$ cat config.mk
export PLATFORM = sky130hd
export DESIGN_NAME = regfile_write_buffer
export DESIGN_NICKNAME = d
export VERILOG_FILES = /design/src/rtl/regfile_write_buffer.sv
export SDC_FILE = /design/constraint.sdc
export NUM_CORES = 1
export LEC_CHECK = 0
export BUFFER_PORTS_ARGS = -buffer_cell sky130_fd_sc_hd__buf_2
export CAP_MARGIN = 20
export CELL_PAD_IN_SITES_DETAIL_PLACEMENT = 0
export CELL_PAD_IN_SITES_GLOBAL_PLACEMENT = 1
export CORE_MARGIN = 5
export CORE_UTILIZATION = 46
export DETAILED_ROUTE_END_ITERATION = 10
export GPL_ROUTABILITY_DRIVEN = 0
export PLACE_DENSITY_LB_ADDON = 0.05
export SLEW_MARGIN = 20
export SYNTH_ARGS = -nofsm -noshare
export SYNTH_HDL_FRONTEND = slang
export SYNTH_SLANG_ARGS = --single-unit
$ cat constraint.sdc
create_clock -name clk -period 5.3 [get_ports clk]
set_input_delay 0 -clock clk [delete_from_list [all_inputs] [get_ports clk]]
set_output_delay 0 -clock clk [all_outputs]
set_load 0.05 [all_outputs]
$ cat src/rtl/regfile_write_buffer.sv
// Small in-order write buffer in front of the register file write port.
// It merges ALU and mul/div results and forwards pending values to decode.
module regfile_write_buffer #(
  parameter int DEPTH = 4,
  parameter int DW    = 32,
  parameter int AW    = 5
) (
  input  logic                       clk,
  input  logic                       reset,
  input  logic                       alu_valid,
  input  logic [AW-1:0]              alu_addr,
  input  logic [DW-1:0]              alu_data,
  output logic                       alu_ready,
  input  logic                       md_valid,
  input  logic [AW-1:0]              md_addr,
  input  logic [DW-1:0]              md_data,
  output logic                       md_ready,
  output logic                       we3,
  output logic [AW-1:0]              a3,
  output logic [DW-1:0]              wd3,
  input  logic [AW-1:0]              q_a1,
  input  logic [AW-1:0]              q_a2,
  output logic                       hit1,
  output logic                       hit2,
  output logic [DW-1:0]              fwd1,
  output logic [DW-1:0]              fwd2,
  output logic [$clog2(DEPTH):0]     count,
  output logic                       full,
  output logic                       empty
);
  localparam int PW = $clog2(DEPTH);
  localparam int CW = PW + 1;

  logic [AW-1:0] addr_mem [DEPTH];
  logic [DW-1:0] data_mem [DEPTH];
  logic [PW-1:0] wr_ptr, rd_ptr, md_ptr;
  logic [CW-1:0] free;
  logic          pop, alu_take, md_take;

  assign empty = (count == '0);
  assign full  = (count == CW'(DEPTH));
  assign pop   = !empty;

  // The head leaves at this edge, so its slot is reusable in the same cycle.
  assign free = CW'(DEPTH) - count + CW'(pop);

  // Handshake: a request transfers on an edge where valid && ready. Ready may
  // depend on valid of the other producer (md_ready on alu_valid), never on
  // its own valid; producers must not wait for ready before raising valid.
  // Writes to r0 handshake normally but never allocate a slot.
  assign alu_ready = (free >= CW'(1));
  assign alu_take  = alu_valid && alu_ready && (alu_addr != '0);
  assign md_ready  = (free >= CW'(2)) || ((free >= CW'(1)) && !alu_take);
  assign md_take   = md_valid && md_ready && (md_addr != '0);
  assign md_ptr    = wr_ptr + PW'(alu_take);

  assign we3 = pop;
  assign a3  = pop ? addr_mem[rd_ptr] : '0;
  assign wd3 = pop ? data_mem[rd_ptr] : '0;

  always_ff @(posedge clk or negedge reset) begin
    if (!reset) begin
      wr_ptr <= '0;
      rd_ptr <= '0;
      count  <= '0;
    end else begin
      wr_ptr <= wr_ptr + PW'(alu_take) + PW'(md_take);
      rd_ptr <= rd_ptr + PW'(pop);
      count  <= count + CW'(alu_take) + CW'(md_take) - CW'(pop);
    end
  end

  // Storage is not reset; entries beyond count are simply ignored.
  always_ff @(posedge clk) begin
    if (alu_take) begin
      addr_mem[wr_ptr] <= alu_addr;
      data_mem[wr_ptr] <= alu_data;
    end
    if (md_take) begin
      addr_mem[md_ptr] <= md_addr;
      data_mem[md_ptr] <= md_data;
    end
  end

  // Scan oldest to youngest so the last match (youngest) wins.
  always_comb begin
    logic [PW-1:0] idx;
    idx  = '0;
    hit1 = 1'b0;
    hit2 = 1'b0;
    fwd1 = '0;
    fwd2 = '0;
    for (int i = 0; i < DEPTH; i++) begin
      idx = rd_ptr + PW'(i);
      if (CW'(i) < count) begin
        if ((q_a1 != '0) && (addr_mem[idx] == q_a1)) begin
          hit1 = 1'b1;
          fwd1 = data_mem[idx];
        end
        if ((q_a2 != '0) && (addr_mem[idx] == q_a2)) begin
          hit2 = 1'b1;
          fwd2 = data_mem[idx];
        end
      end
    end
  end
endmodule

# Yosys cells after proc, flatten, opt, wreduce, memory -nomap -nowiden
# Memories as Yosys holds them, arrays and structs flattened.
# Index checks and enable logic that the tools add are counted.
# op_classes
reduce_logical	21
magnitude_cmp	6
eq_ne	9
addsub	11
muxes	38
# op_table
operator	n
$mux 32	17
$eq 5x5->1	8
$mux 1	20
$reduce_bool 5->1	4
$logic_and 1x1->1	13
$add 3x1->3	3
$add 2x1->2	3
$lt 1x3->1 const A	2
$lt 2x3->1 const A	2
$mux 5	1
$add 2x2->2 const B	2
$eq 3x3->1 const B	1
$ge 3x1->1 const B	1
$ge 3x2->1 const B	1
$logic_not 3->1	1
$sub 3x1->3	1
$sub 3x3->3 const A	1
$add 2x1->2 const B	1
$logic_not 1->1	2
$logic_or 1x1->1	1
# totals
out_inout_bits	111
regBits	7
mem_count	2
ram_bits	148
in_bits	88
# memory_table
name	depth	width	rd	rd_clocked_by_memory_dff	write_ports	line	rtl
data_mem	4	32	4	0	2	35	logic [DW-1:0] data_mem [DEPTH];
addr_mem	4	5	4	0	2	34	logic [AW-1:0] addr_mem [DEPTH];

# Longest topological paths before layout
# depth
ltp_word	13
depth_mapped	16
ltp_nobuf	14

# Worst setup path after synthesis
# Ideal clock, no wire load.
# synth_timing
kind	flip-flop to flip-flop
startpoint	register count[1]
endpoint	memory addr_mem[3][0] (enable)
stages_incl_launch_ff	17
path_slack_ps	237
synth_period_minus_slack_ps	5063
arrival_ps	4683
path_cell_list	dfrtp_1 nor3_1 clkbuf_1 ha_1 inv_1 ha_1 xor2_1 nor2_1 nand2_1 and2_1 clkbuf_1 ha_1 inv_1 nor3_1 buf_2 buf_2 a31o_2
# synth_lines
element	line	rtl
from (decl)	27	output logic [$clog2(DEPTH):0] count,
from (signal assigned)	69	count <= count + CW'(alu_take) + CW'(md_take) - CW'(pop);
to (decl)	34	

# Worst setup path after layout
# layout_timing
startpoint	register rd_ptr[1]
endpoint	output fwd2[22]
# layout_via
elab_chain_len	11
word_cells_on_any_way	21
cone_classes	add/sub: 3; eq/ne: 4; mux: 8; reduce/logical: 4; memory: 2
# layout_lines
element	line	rtl
from (decl)	36	logic [PW-1:0] wr_ptr, rd_ptr, md_ptr;
from (signal assigned)	68	rd_ptr <= rd_ptr + PW'(pop);
branches (longest 10 deep; another with $mem_v2 4x5)	--	
$mux 32 (*)	95	if (CW'(i) < count) begin
to (decl)	26	output logic [DW-1:0] fwd2,
# Mark *: on every way between the ends.

==> flow_summary_export.csv <==
group,metric,value,unit
clock_network,cts_sinks,155,
sta,worst_slack,720,ps
floorplan,ioPinCount,199,
finish,drive_above_1_share,35.7,%
flow_run,maxCapViolations,0,
detailed_routing,route.met3.wl,2930,µm
finish,area_growth,22.5,%
logic_synthesis,synth.top_cell.area_share,33.9,%
clock_network,clk_latency,440,ps
detailed_routing,drtAntennaViolNets,0,
run_status,status,"complete, no violations",
detailed_routing,wl,43800,µm
sta,fmax,218,MHz
placement,port_buffers,198,
global_routing,antenna_found_initial,1,
logic_synthesis,synth_warnings,0,
clock_network,clk_pin_slew,70,ps
sta,relSlewSlack,28.7,%
finish,nFillCells,2506,
detailed_routing,vias_per_cell,6.03,
logic_synthesis,synth_largest_area_cell,"edfxtp_1",
floorplan,rows,61,
logic_synthesis,synth.area.top_cells,"edfxtp_1 (34%), mux2_2 (18%), mux2i_1 (8.3%)",
finish,nets,1608,
clock_network,cts_root_buf,"clkbuf_16",
placement,dpl_cell_area,14300,µm²
logic_synthesis,synth_ff_type,"edfxtp_1",
setup_path,cp.arrival,4580,ps
detailed_routing,post-route-drc-count,0,
setup_path,cp.required,5300,ps
global_routing,overflow,0,
floorplan,start_util,46.9,%
finish,design_area,16000,µm²
logic_synthesis,synth-simple-area-share,9.28,%
sta,maxSlewViolCount,0,
detailed_routing,wl_per_cell,23.0,µm
clock_network,cts_tree,"built",
logic_synthesis,synth_area,13100,µm²
clock_network,cts_hold_buf,113,
global_routing,grt_max_degree,93,
logic_synthesis,synthCells,1276,
worst_hold_path,hold_path_class,"input port to flip-flop",
detailed_routing,firstDrtPassIters,6,
setup_path,start_kind,"flip-flop",
detailed_routing,maxUsedRoutingLayer,"met4",
sta,setup_tns,0,ps
logic_synthesis,synth.area.mux_share,29.8,%
sta,worst_pin_slew,1070,ps
setup_path,crit_fanout,46,
logic_synthesis,synth_cell_types,50,
global_routing,grt_pass1_wl,65500,µm
detailed_routing,wl_met2,21100,µm
logic_synthesis,synth_compound_area_share,16.4,%
logic_synthesis,synth_fp_nets,1374,
logic_synthesis,synth_top_family_by_area,"multiplexers",
finish,post-route-util,57.5,%
logic_synthesis,ys_async_sr_fraction,4.52,%
floorplan,core,27900,µm²
clock_network,cts_resized,0,
global_routing,grt_pass1_vias,11217,
sta,skew,9.66,ps
clock_network,cts_buffer_depth,2,
sta,final_hold_viol_count,0,
logic_synthesis,synthXorXnorAreaFrac,3.08,%
clock_network,cts_buffers,17,
logic_synthesis,yosys.area_share.adder,1.07,%
floorplan,die_w,179,µm
detailed_routing,routedLengthMet1,18900,µm
placement,dp_hpwl,27500,µm
sta,rsz0062_at_grt,"false",
placement,place_ws,1320,ps
sta,period_minus_slack,4580,ps
clock_network,htreeDepth,4,
logic_synthesis,ys_seq_area_share,35.3,%
logic_synthesis,avgSynthCellArea,10.3,µm²
clock_network,post_cts_buffers,0,
detailed_routing,drtIter0Drc,938,
sta,setup_viol,0,
floorplan,fp.dieH,179,µm
floorplan,dieArea,31900,µm²
setup_path,worstSetupPathType,"flip-flop to primary output",
logic_synthesis,synth-seq-cells,155,
detailed_routing,vias,11475,
setup_path,endpoint_kind,"primary output",
global_routing,track_usage,27.0,%
logic_synthesis,synth_edf_count,148,
sta,finalCritPeriodShare,86.4,%
-- metal layers --
metal | GRT usage (%) | vias up
met3 | 3.77 | 63
met4 | 6.81 | 0
met2 | 46.3 | 485
li1 | - | 5315
met1 | 36.0 | 5612
met5 | 0 | -
-- synth_stat cells (10+ instances only) --
| cell | count |
|---|---|
| mux2_2 | 213 |
| edfxtp_1 | 148 |
| nor2_1 | 132 |
| a21oi_1 | 118 |
| mux2i_1 | 108 |
| nand2_1 | 69 |
| o21ai_0 | 66 |
| clkbuf_1 | 63 |
| buf_2 | 48 |
| nor3_1 | 43 |
| a221oi_2 | 31 |
| a22o_1 | 31 |
| xnor2_1 | 30 |
| a221o_1 | 21 |
| mux4_2 | 19 |
| inv_1 | 16 |
| xor2_1 | 16 |
| nand3_1 | 12 |
| o311ai_0 | 10 |
-- layout by cell type, fill, tap and decap left out, types with 8 or more instances in the layout --
master	n
a21oi_1	117
a221o_1	20
a221oi_2	31
a22o_1	31
buf_2	198
buf_4	28
clkbuf_16	17
dlygate4sd3_1	113
edfxtp_1	148
ha_1	8
inv_1	15
mux2_2	213
mux2i_1	108
mux4_2	19
nand2_1	69
nand3_1	11
nor2_1	132
nor3_1	38
o21ai_0	66
o311ai_0	10
xnor2_1	30
xor2_1	16
-- critical path, stage by stage, from the launching register on --
cell and delay (ps):
dfrtp_4 870, buf_4 500, mux4_2 440, xor2_1 180, a2111oi_2 260, o221ai_1 430
buf_4 340, o311ai_0 590, a22o_1 220, buf_2 260
-- registers in the layout, summed over array words and instances (netlist names) --
signal	flops
data_mem	128
addr_mem	20
count	3
rd_ptr	2
wr_ptr	2
-- area by class of cell --
type / instances / area, µm² / area share [%]
Multi-Input combinational cell: 977 / 7900 / 49.2
Sequential cell: 155 / 4630 / 28.8
Timing Repair Buffer: 343 / 2410 / 15.0
Tap cell: 378 / 473 / 2.95
Clock buffer: 18 / 429 / 2.67
Clock inverter: 14 / 144 / 0.897
Inverter: 16 / 62.6 / 0.390
Antenna cell: 1 / 2.50 / 0.0156
-- per-stage QoR --
stage	hold slack (ps)	std cells
floorplan	-296	1276
global placement	-143	1756
detailed placement	-144	1756
CTS	250	1901
global route	316	1902
finish	263	1902
-- final timing paths --
check                               start              end  slack [ps]  depth (start not counted)
max in group asynchronous           reset        rd_ptr[1]        4450                          3
worst max-delay path            rd_ptr[1]         fwd2[22]         720                          9
worst max register to register   count[1]  data_mem[1][21]        1040                         14
min in group asynchronous           reset         count[2]         540                          3
worst min-delay path             md_valid        wr_ptr[0]         260                          4
worst min register to register   count[1]         count[1]         790                          2
-- logic make-up after synthesis --
group | Yosys count
compound gates | 299
xor+xnor | 46
fa+ha+maj | 10
buf+inv | 144
flops | 155
mux | 340
simple gates | 282
Power is not shown: default switching activity piles up to over one toggle a cycle in this logic, so the estimate is an artifact.
